**src/rtl/mux_reg_n.sv**
```systemverilog
// rtl/mux_reg_n.sv - N-input W-bit selector feeding a DEPTH-stage pipeline register
// with valid tracking, stall, flush and out-of-range select detection.
module mux_reg_n #(
   parameter int                WIDTH     = 32,
   parameter int                NUM_IN    = 4,
   parameter int                SEL_W     = $clog2(NUM_IN),
   parameter int                DEPTH     = 1,
   parameter logic [WIDTH-1:0]  RESET_VAL = '0
) (
   input  logic                      clk_i,
   input  logic                      rst_i,
   input  logic [NUM_IN*WIDTH-1:0]   data_i,
   input  logic [SEL_W-1:0]          select_i,
   input  logic                      valid_i,
   input  logic                      stall_i,
   input  logic                      flush_i,
   output logic [WIDTH-1:0]          data_o,
   output logic                      valid_o,
   output logic                      sel_err_o
);

   // A power-of-two input count leaves no unused select codes.
   localparam bit SEL_DENSE = ((1 << SEL_W) == NUM_IN);

   logic [WIDTH-1:0] sel_data;
   logic             sel_bad;

   logic [WIDTH-1:0] data_q [DEPTH];
   logic [WIDTH-1:0] data_d [DEPTH];
   logic [DEPTH-1:0] valid_q;
   logic [DEPTH-1:0] valid_d;
   logic [DEPTH-1:0] err_q;
   logic [DEPTH-1:0] err_d;

   always_comb begin
      sel_data = RESET_VAL;
      for (int k = 0; k < NUM_IN; k++) begin
         if (select_i == SEL_W'(k)) begin
            sel_data = data_i[k*WIDTH +: WIDTH];
         end
      end
   end

   generate
      if (SEL_DENSE) begin : g_dense
         assign sel_bad = 1'b0;
      end else begin : g_sparse
         assign sel_bad = (select_i >= SEL_W'(NUM_IN));
      end
   endgenerate

   // Flush wins over stall; a stalled cycle drops the presented entry.
   always_comb begin
      data_d  = data_q;
      valid_d = valid_q;
      err_d   = err_q;
      if (flush_i) begin
         for (int s = 0; s < DEPTH; s++) begin
            data_d[s] = RESET_VAL;
         end
         valid_d = '0;
         err_d   = '0;
      end else if (!stall_i) begin
         data_d[0]  = sel_data;
         valid_d[0] = valid_i;
         err_d[0]   = sel_bad & valid_i;
         for (int s = 1; s < DEPTH; s++) begin
            data_d[s]  = data_q[s-1];
            valid_d[s] = valid_q[s-1];
            err_d[s]   = err_q[s-1];
         end
      end
   end

   always_ff @(posedge clk_i) begin
      if (rst_i) begin
         for (int s = 0; s < DEPTH; s++) begin
            data_q[s] <= RESET_VAL;
         end
         valid_q <= '0;
         err_q   <= '0;
      end else begin
         data_q  <= data_d;
         valid_q <= valid_d;
         err_q   <= err_d;
      end
   end

   assign data_o    = data_q[DEPTH-1];
   assign valid_o   = valid_q[DEPTH-1];
   assign sel_err_o = err_q[DEPTH-1];

endmodule

```
**config.mk**
```make
export PLATFORM = sky130hd
export DESIGN_NAME = mux_reg_n
export DESIGN_NICKNAME = d
export VERILOG_FILES = /design/src/rtl/mux_reg_n.sv
export SDC_FILE = /design/constraint.sdc
export NUM_CORES = 1
export LEC_CHECK = 0
export BUFFER_PORTS_ARGS = -buffer_cell sky130_fd_sc_hd__buf_4
export CORE_ASPECT_RATIO = 0.7
export CORE_MARGIN = 2
export CORE_UTILIZATION = 35
export CTS_CLUSTER_DIAMETER = 120
export DETAILED_ROUTE_END_ITERATION = 16
export HOLD_SLACK_MARGIN = 0.05
export PLACE_DENSITY = 0.75
export SYNTH_ARGS = -nofsm -noshare
export SYNTH_HDL_FRONTEND = slang
export SYNTH_SLANG_ARGS = --single-unit
```
**constraint.sdc**
```tcl
create_clock -name clk_i -period 2.5 [get_ports clk_i]
set_input_delay 0.25 -clock clk_i [delete_from_list [all_inputs] [get_ports clk_i]]
set_output_delay 0.25 -clock clk_i [all_outputs]
set_load 0.02 [all_outputs]
```
==> results of run 1 <==
==> worst max-delay path, delay by kind of cell <==
family | cells | cell delay, ps
buffers and inverters | 2 | 680
and+or+nand+nor | 1 | 290
AOI/OAI and AO/OA | 2 | 280
==> layout make-up <==
cell class / instances / area, um^2
clock buffers: 7 / 86.3
well taps: 72 / 90.1
inverters: 1 / 3.75
multi-input cells: 135 / 1160
repair buffers: 170 / 1280
flip-flops and latches: 33 / 661
fillers: 477 / 2060
==> registers in the layout, indices dropped and copies added (netlist names) <==
name	flops
valid_o	1
data_o	32
==> cell families after synthesis <==
family	share of synthesized area, %
AO/OA/AOI/OAI	29.0
buffers and inverters	7.67
flip-flops	33.5
multiplexers	24.5
other	0.190
AND/OR/NAND/NOR	5.26
==> routing by layer <==
metal	vias to the layer above	GRT usage (%)	wire [um]
li1	1061	-	-
met1	967	23.6	2570
met2	99	36.5	3190
met3	2	6.45	659
met4	0	3.99	19
met5	-	0	0
==> worst paths after layout <==
path	start	cells after the start	endpoint	slack, ps
min reg2reg	data_o[18]$_SDFFE_PP0N_	2	data_o[18]$_SDFFE_PP0N_	460
min	valid_i	3	valid_o$_SDFFE_PP0N_	200
max reg2reg	data_o[3]$_SDFFE_PP0N_	2	data_o[3]$_SDFFE_PP0N_	1820
max	select_i[0]	5	data_o[3]$_SDFFE_PP0N_	1130
==> layout by cell type (no fill, tap or decap), types with 6 or more instances in the layout <==
master,instances
a21oi_1,32
buf_4,170
clkbuf_8,6
dfxtp_1,33
mux2_2,22
mux4_2,10
nand2_1,21
o221ai_1,9
o221ai_2,13
o22ai_1,22
==> power by group <==
part / internal, W / switching, W / leakage, nW / total [W]
Combinational: 0.000249 / 0.000166 / 1.14 / 0.000415
Clock: 0.000218 / 0.000188 / 0.0443 / 0.000406
Sequential: 0.000550 / 0.0000143 / 0.270 / 0.000564
Total: 0.00102 / 0.000368 / 1.46 / 0.00139
==> stage by stage <==
step           cells  util (%)  power (W)  area [um^2]
2_1_floorplan    191         -   0.000779         1970
3_3_place_gp     411      59.8   0.000988         3200
3_5_place_dp     411      59.8   0.000993         3200
4_1_cts          418      61.5    0.00140         3280
5_1_grt          418      61.5    0.00146         3280
6_report         418      61.5    0.00139         3280
==> summary.md, run 1 <==
| Metric | Value |
|---|---|
| Final GP Congestion | 0.736 |
| Post-synthesis instance total | 191 |
| I/O Pins | 169 |
| NumNets Final | 481 |
| 1st-pass router iterations | 5 |
| Unrepaired setup endpoints after global routing | no |
| CTS tree | done |
| Avg Cell Area, Syn | 10.3 um^2 |
| Vias after detailed routing | 2,129 |
| CTS Buf Count | 5 |
| Setup Buffers After CTS | 0 |
| Routed len/inst | 15.4 um |
| Critical path required time | 2650 ps |
| Yosys top cell area share | 33.5% |
| H-tree Lvls | 2 |
| Yosys cell types | 19 |
| Post-DRT Antenna Nets | 0 |
| Area leader, netlist | dfxtp_1 |
| VDD IR max | 230 uV |
| Port Buf Inserts | 167 |
| Final setup viols | 0 |
| Skew final | 0 ps |
| Vias per std cell | 5.09 |
| Outcome | complete, no violations |
| Worst Setup End Kind | flip-flop |
| Synthesized area | 1970 um^2 |
| Main flop type after synthesis | dfxtp_1 |
| Drt total wl | 6430 um |
| Grt ovf | 0 |
| Synth top cells by count | dfxtp_1 (33), a21oi_1 (32), mux2_2 (22), o22ai_1 (22), nand2_1 (21) |
| Starting Density | 37.0% |
| Async SR Flop Fraction | 0% |
| Max FO, Critical Path | 34 |
| # Max-Cap Violations | 0 |
| Global Route Usage Sum | 20.2% |
| Pre-CTS WS | 839 ps |
| DR iter-0 viols | 81 |
| Root Buffer | clkbuf_8 |
| Period Utilization, post-route | 54.7% |
| Drc violations | 0 |
| Data arrival, critical path | 1520 ps |
| Largest net degree at the start of global routing | 35 |
| Layout cells sized above 1 | 65.0% |
| Fin. Hold Viols | 0 |
| Clk pin slew, worst setup/hold paths | 70 ps |
| Flops & latches, synth | 33 |
| Setup TNS | 0 ps |
| Ys Warns | 0 |
| Register area share after synthesis | 33.5% |
| Critical Path Max Stage Delay | 400 ps |
| Vias in the first global route | 2,019 |
| CP cell instances | buf_4 -> nand2_1 -> buf_4 -> o22ai_1 -> a21oi_1 |
| First-pass GRT wire length | 9720 um |
| Slowest CP cell | buf_4 |
| Antenna violations before repair | 0 |
| Max-slew violations | 0 |
| Clk buf depth | 2 |
| Core area | 5340 um^2 |
| Die width | 93.8 um |
| Fin Hold WS | 204 ps |
| Skew-Pair Late Insertion Delay | 280 ps |
| Leak | 1.46 nW |
| N_diodes | 0 |
| WS Path Type | in2reg |
| CTS sink count | 33 |
| Die Ht | 66.8 um |
| Period minus WS final | 1370 ps |
| Cell Rows | 22 |
| Final WS setup | 1130 ps |
| HPWL after DPL | 4830 um |
| Area grow syn2layout | 66.2% |
| Top cells by area, synth | dfxtp_1 (33%), mux2_2 (13%), mux4_2 (11%) |
| Top-count cell post-synth | dfxtp_1 |
| Startpoint type of the worst setup path | primary input |
| # hold bufs at CTS | 0 |
| Mapped Nets | 326 |
| Post-synth EDFFs | 0 |
| Cts repair resizes | 0 |
| Die ar. | 6270 um^2 |
| Hold WC Path Type | in2reg |
| Fmax | 0.731 GHz |
| CP most frequent cell | buf_4 |
| PD cells | 422 nW/um^2 |
Power figures use the tool's default switching activity.
==> inputs of run 2 (changes only) <==
Clock period 2.5 ns to 1.3 ns, I/O delays scaled along.
==> summary.md, run 2 (same netlist as run 1, synthesis figures left out) <==
| Metric | Value |
|---|---|
| Die Ht | 66.8 um (unchanged) |
| Outcome | complete, no violations (unchanged) |
| CTS Buf Count | 5 (unchanged) |
| WS Path Type | in2reg (unchanged) |
| Most frequent cells in the layout | buf_4 (173), dfxtp_1 (33), a21oi_1 (32) (was buf_4 (170), dfxtp_1 (33), a21oi_1 (32)) |
| CTS sink count | 33 (unchanged) |
| Hold Crit Depth | 3 (unchanged) |
| Clock power frac | 28.9% (was 29.3%) |
| Largest net degree at the start of global routing | 46 (was 35) |
| Period minus WS final | 945 ps |
| R2R depth | 2 (unchanged) |
| Hold WC Path Type | in2reg (unchanged) |
| Area grow syn2layout | 71.4% (was 66.2%) |
| Startpoint type of the worst setup path | primary input (unchanged) |
| First-pass GRT wire length | 10,300 um (was 9720 um) |
| HPWL after DPL | 5330 um (was 4830 um) |
| Period Utilization, post-route | 72.7% |
| Routed len/inst | 15.9 um (was 15.4 um) |
| Worst Setup End Kind | flip-flop (unchanged) |
| Drt total wl | 6750 um (was 6430 um) |
| Final non-filler cell total | 425 (was 418) |
| Fin Hold WS | 82.3 ps (was 204 ps) |
| Port Buf Inserts | 167 (unchanged) |
| Fin area | 3380 um^2 (was 3280 um^2) |
| NumNets Final | 488 (was 481) |
| Register area | 661 um^2 (unchanged) |
| Global Route Usage Sum | 21.3% (was 20.2%) |
| Die width | 93.8 um (unchanged) |
| VDD IR max | 345 uV (was 230 uV) |
| # hold bufs at CTS | 0 (unchanged) |
| Share of power burned in registers | 40.1% (was 40.7%) |
| Core area | 5340 um^2 (unchanged) |
| Switch Pwr | 0.000719 W (was 0.000368 W) |
| Fin. Hold Viols | 0 (unchanged) |
| Vias after detailed routing | 2,220 (was 2,129) |
| Max-slew violations | 0 (unchanged) |
| Grt ovf | 0 (unchanged) |
| Hold_sp | valid_i (unchanged) |
| DR iter-0 viols | 77 (was 81) |
| Vias per std cell | 5.22 (was 5.09) |
| Die ar. | 6270 um^2 (unchanged) |
| Final setup viols | 0 (unchanged) |
| Sw Ratio | 26.6% (about the same) |
| Reg2reg start | data_o[16]$_SDFFE_PP0N_ (was data_o[3]$_SDFFE_PP0N_) |
| Data arrival, critical path | 1100 ps (was 1520 ps) |
| Clk pin slew, worst setup/hold paths | 70 ps (about the same) |
| H-tree Lvls | 2 (unchanged) |
| Setup TNS | 0 ps (unchanged) |
| Unrepaired setup endpoints after global routing | no (unchanged) |
| Placed cells | 418 (was 411) |
| N_diodes | 0 (unchanged) |
| Cts repair resizes | 0 (unchanged) |
| Root Buffer | clkbuf_8 (unchanged) |
| RR Endpoint | data_o[16]$_SDFFE_PP0N_ (was data_o[3]$_SDFFE_PP0N_) |
| Vias in the first global route | 2,291 (was 2,019) |
| Cell internal pwr | 0.00199 W (was 0.00102 W) |
| # Max-Cap Violations | 0 (unchanged) |
| Layout cells sized above 1 | 65.7% (was 65.0%) |
| Post-DRT Antenna Nets | 0 (unchanged) |
| Skew-Pair Late Insertion Delay | 280 ps (about the same) |
| Fill cells | 482 (was 477) |
| Leak | 1.51 nW (was 1.46 nW) |
| Comb pwr share | 31.0% (was 30.0%) |
| CTS tree | done (unchanged) |
| 1st-pass router iterations | 4 (was 5) |
| Final GP Congestion | 0.707 (was 0.736) |
| R2r setup slk | 600 ps (was 1820 ps) |
| I/O Pins | 169 (unchanged) |
| PD cells | 799 nW/um^2 (was 422 nW/um^2) |
| Drc violations | 0 (unchanged) |
| Max FO, Critical Path | 15 (was 34) |
| Commonest non-fill, non-tap cell in the layout | buf_4 (unchanged) |
| Starting Density | 37.0% (unchanged) |
| Setup Buffers After CTS | 0 (unchanged) |
| Cell Rows | 22 (unchanged) |
| WHS Endpoint | valid_o$_SDFFE_PP0N_ (unchanged) |
| Placed Area | 3300 um^2 (was 3200 um^2) |
| Critical path required time | 1460 ps (was 2650 ps) |
| Multi-input combinational cell area | 1160 um^2 (unchanged) |
| Max FFs per register | 32 (unchanged) |
| Clk buf depth | 2 (unchanged) |
| Antenna violations before repair | 0 (unchanged) |
| Fmax | 1.06 GHz |
| Skew final | 0 ps (unchanged) |
## run 2: area by class of cell
class	instances	share of cell area, %
inverters	1	0.111
well taps	72	2.66
repair buffers	177	40.7
clock buffers	7	2.55
multi-input cells	135	34.4
flip-flops and latches	33	19.5
## run 2: how the worst max path moves through the flow
stage	startpoint	end	slack, ps	cells past startpoint
floorplan	select_i[0]	data_o[12]$_SDFFE_PP0N_	190	5
global placement	select_i[0]	data_o[24]$_SDFFE_PP0N_	80	4
detailed placement	select_i[0]	data_o[12]$_SDFFE_PP0N_	60	5
CTS	select_i[0]	data_o[6]$_SDFFE_PP0N_	350	4
global route	select_i[0]	data_o[4]$_SDFFE_PP0N_	300	4
finish	select_i[0]	data_o[7]$_SDFFE_PP0N_	360	5
## run 2: power by group through the flow
stage | combinational [W] | clock [W] | sequential, W
final | 0.000839 | 0.000781 | 0.00109
after global routing | 0.000903 | 0.000863 | 0.00109
after CTS | 0.000843 | 0.000795 | 0.00109
after detailed placement | 0.000842 | 0 | 0.00111
after global placement | 0.000825 | 0 | 0.00111
after floorplan | 0.000337 | 0 | 0.00116
## run 2: layer usage
layer / vias to the layer above / global-route usage (%) / wire length [um]
li1: 1070 / - / -
met1: 1022 / 22.9 / 2570
met2: 119 / 40.2 / 3430
met3: 9 / 7.92 / 682
met4: 0 / 4.17 / 61
met5: - / 0 / 0
## run 2: through the flow
| step | utilization, % | total power, W | worst slack, ps |
|---|---|---|---|
| CTS | 63.4 | 0.00273 | 351 |
| floorplan | - | 0.00150 | 187 |
| global placement | 61.8 | 0.00193 | 82.1 |
| detailed placement | 61.8 | 0.00195 | 61.0 |
| global route | 63.4 | 0.00286 | 302 |
| finish | 63.4 | 0.00271 | 355 |
## run 2: worst max-delay path: stages
cell     delay [ps]
buf_4           140
buf_12          170
mux4_2          500
nand2_1          80
a21oi_1          70
==> inputs of run 3 (changes only) <==
Settings changed: ABC_AREA from default to 1, PLACE_DENSITY 0.75 to 0.74.
Clock period 1.3 ns to 0.92 ns, I/O delays scaled along.
==> summary.md, run 3 <==
| Metric | Value |
|---|---|
| Routed len/inst | 12.1 um (was 15.9 um) |
| Layout cells sized above 1 | 37.9% (was 65.7%) |
| Reg2reg start | data_o[26]$_SDFFE_PP0N_ (was data_o[16]$_SDFFE_PP0N_) |
| CTS sink count | 33 (unchanged) |
| Most frequent cells in the layout | buf_4 (178), nand2_1 (131), nor2_1 (46) (was buf_4 (173), dfxtp_1 (33), a21oi_1 (32)) |
| Die width | 94.5 um (was 93.8 um) |
| Max-slew violations | 0 (unchanged) |
| Top-count cell post-synth | nand2_1 (was dfxtp_1) |
| Slowest CP cell | dfxtp_1 (was mux4_2) |
| Clk pin slew, worst setup/hold paths | 60 ps (was 70 ps) |
| Register area share after synthesis | 32.9% (was 33.5%) |
| Fin. Hold Viols | 0 (unchanged) |
| Port Buf Inserts | 167 (unchanged) |
| Clk buf depth | 2 (unchanged) |
| N_diodes | 0 (unchanged) |
| # Max-Cap Violations | 0 (unchanged) |
| Hold WC Path Type | in2reg (unchanged) |
| Die Ht | 67.4 um (was 66.8 um) |
| Switch Pwr | 0.00106 W (was 0.000719 W) |
| Final GP Congestion | 0.759 (was 0.707) |
| Die ar. | 6370 um^2 (was 6270 um^2) |
| HPWL after DPL | 5610 um (was 5330 um) |
| Area grow syn2layout | 73.6% (was 71.4%) |
| DR iter-0 viols | 82 (was 77) |
| # hold bufs at CTS | 0 (unchanged) |
| Period minus WS final | 870 ps |
| Synthesized area | 2010 um^2 (was 1970 um^2) |
| Worst Setup End Kind | output pin (was flip-flop) |
| Cell internal pwr | 0.00273 W (was 0.00199 W) |
| PD cells | 1090 nW/um^2 (was 799 nW/um^2) |
| Leak | 1.78 nW (was 1.51 nW) |
| CP cell instances | buf_4 (was buf_4 -> buf_12 -> mux4_2 -> nand2_1 -> a21oi_1) |
| Flops & latches, synth | 33 (unchanged) |
| Grt ovf | 0 (unchanged) |
| WS Path Type | reg2out (was in2reg) |
| Antenna violations before repair | 0 (unchanged) |
| Outcome | complete, no violations (unchanged) |
| Fmax | 1.15 GHz |
| Post-synthesis instance total | 349 (was 191) |
| Hold_sp | valid_i (unchanged) |
| Hold Crit Depth | 3 (unchanged) |
| Drt total wl | 7130 um (was 6750 um) |
| Cell family with most CP delay | flip-flops (was multiplexers) |
| Avg Cell Area, Syn | 5.75 um^2 (was 10.3 um^2) |
| R2R depth | 2 (unchanged) |
| Startpoint type of the worst setup path | flip-flop (was primary input) |
| Ys Warns | 0 (unchanged) |
| Post-DRT Antenna Nets | 0 (unchanged) |
| Cell Rows | 23 (was 22) |
| Max FFs per register | 32 (unchanged) |
| Cts repair resizes | 0 (unchanged) |
| R2r setup slk | 260 ps (was 600 ps) |
| Fin Hold WS | 60.1 ps (was 82.3 ps) |
| VDD IR max | 462 uV (was 345 uV) |
| I/O Pins | 169 (unchanged) |
| Root Buffer | clkbuf_8 (unchanged) |
| Skew final | 0 ps (unchanged) |
| First-pass GRT wire length | 11,200 um (was 10,300 um) |
| Mapped Nets | 484 (was 326) |
| CTS tree | done (unchanged) |
| Vias after detailed routing | 2,764 (was 2,220) |
| Max FO, Critical Path | 2 (was 15) |
| Critical path required time | 830 ps (was 1460 ps) |
| Top cells by area, synth | dfxtp_1 (33%), nand2_1 (25%), nand3_1 (10%) (was dfxtp_1 (33%), mux2_2 (13%), mux4_2 (11%)) |
| 1st-pass router iterations | 4 (unchanged) |
| Yosys cell types | 15 (was 19) |
| Post-synth EDFFs | 0 (unchanged) |
| Comb pwr share | 31.1% (was 31.0%) |
| CTS Buf Count | 5 (unchanged) |
| Setup Buffers After CTS | 0 (unchanged) |
| Worst path bufs/invs | 1 (was 2) |
| NumNets Final | 647 (was 488) |
| Sw Ratio | 28.0% (was 26.6%) |
| Starting Density | 35.6% (was 37.0%) |
| H-tree Lvls | 2 (unchanged) |
| Largest net degree at the start of global routing | 37 (was 46) |
| Fill cells | 572 (was 482) |
| WHS Endpoint | valid_o$_SDFFE_PP0N_ (unchanged) |
| Global Route Usage Sum | 22.6% (was 21.3%) |
| Area leader, netlist | dfxtp_1 (unchanged) |
| Vias per std cell | 4.71 (was 5.22) |
| Final setup viols | 0 (unchanged) |
| Main flop type after synthesis | dfxtp_1 (unchanged) |
| Vias in the first global route | 2,501 (was 2,291) |
| Data arrival, critical path | 780 ps (was 1100 ps) |
| Synth top cells by count | nand2_1 (131), nor2_1 (50), nand3_1 (42) (was dfxtp_1 (33), a21oi_1 (32), mux2_2 (22), o22ai_1 (22), nand2_1 (21)) |
| Period Utilization, post-route | 94.6% |
| Clock power frac | 28.7% (was 28.9%) |
| Async SR Flop Fraction | 0% (unchanged) |
| Critical Path Max Stage Delay | 350 ps (was 500 ps) |
| Final design utilization | 61.8% (was 63.4%) |
| Core area | 5640 um^2 (was 5340 um^2) |
| RR Endpoint | data_o[26]$_SDFFE_PP0N_ (was data_o[16]$_SDFFE_PP0N_) |
| Drc violations | 0 (unchanged) |
| Skew-Pair Late Insertion Delay | 280 ps (about the same) |
| Yosys top cell area share | 32.9% (was 33.5%) |
| Commonest non-fill, non-tap cell in the layout | buf_4 (unchanged) |
| Share of power burned in registers | 40.2% (was 40.1%) |
| Unrepaired setup endpoints after global routing | no (unchanged) |
run 3: cell count changes after synthesis, sizes merged, moves of 42 or more:
cell   change
nand2    +110
nand3     +42
nor2      +48
o21ai     +43
run 3: per-layer routing:
layer	track usage (%)	vias to the layer above	wire, um
met1	26.0	1204	2990
met3	7.37	14	696
met5	0	-	0
li1	-	1437	-
met2	39.4	109	3310
met4	8.88	0	129
run 3: worst max path at each step:
| stage | slack (ps) | cells past startpoint | end | from |
|---|---|---|---|---|
| global route | 2 | 1 | data_o[4] | data_o[4]$_SDFFE_PP0N_ |
| detailed placement | -100 | 7 | data_o[14]$_SDFFE_PP0N_ | select_i[1] |
| floorplan | 20 | 6 | data_o[0]$_SDFFE_PP0N_ | stall_i |
| finish | 50 | 1 | data_o[6] | data_o[6]$_SDFFE_PP0N_ |
| global placement | -90 | 7 | data_o[14]$_SDFFE_PP0N_ | select_i[1] |
| CTS | 30 | 1 | data_o[6] | data_o[6]$_SDFFE_PP0N_ |
run 3: area by class of cell:
cell class | instances | area (um^2) | share of cell area (%)
tap | 75 | 93.8 | 2.69
timing repair buffer | 181 | 1400 | 40.1
clock buffer | 7 | 86.3 | 2.48
inverter | 4 | 15.0 | 0.431
sequential | 33 | 661 | 19.0
multi-input combinational | 287 | 1230 | 35.3
run 3: per-stage QoR:
step	setup TNS, ps	instances	setup WS (ps)	total power, W	instance area [um^2]
after floorplan	0	349	20.1	0.00206	2010
after global placement	-756	580	-89.2	0.00273	3400
after detailed placement	-1990	580	-95.7	0.00274	3400
after CTS	0	587	31.7	0.00385	3480
after global routing	0	587	2.29	0.00406	3480
final	0	587	49.7	0.00380	3480
run 3: cells by family after synthesis:
family	count (synthesis)	share of synthesized area, %
buffers and inverters	29	6.23
DFF	33	32.9
other	1	0.187
AOI/OAI and AO/OA	53	13.2
and+or+nand+nor	233	47.4
run 3: tightest hold or removal path: cells and delay by family:
kind	cells	cell delay, ps
buffers and inverters	1	80
AO/OA/AOI/OAI	1	70
AND/OR/NAND/NOR	1	70
run 3: power groups by stage:
stage	sequential [W]	combinational (W)	clock [W]
after global placement	0.00155	0.00117	0
after detailed placement	0.00156	0.00119	0
final	0.00153	0.00118	0.00109
after floorplan	0.00163	0.000422	0
after CTS	0.00153	0.00119	0.00114
after global routing	0.00153	0.00131	0.00122
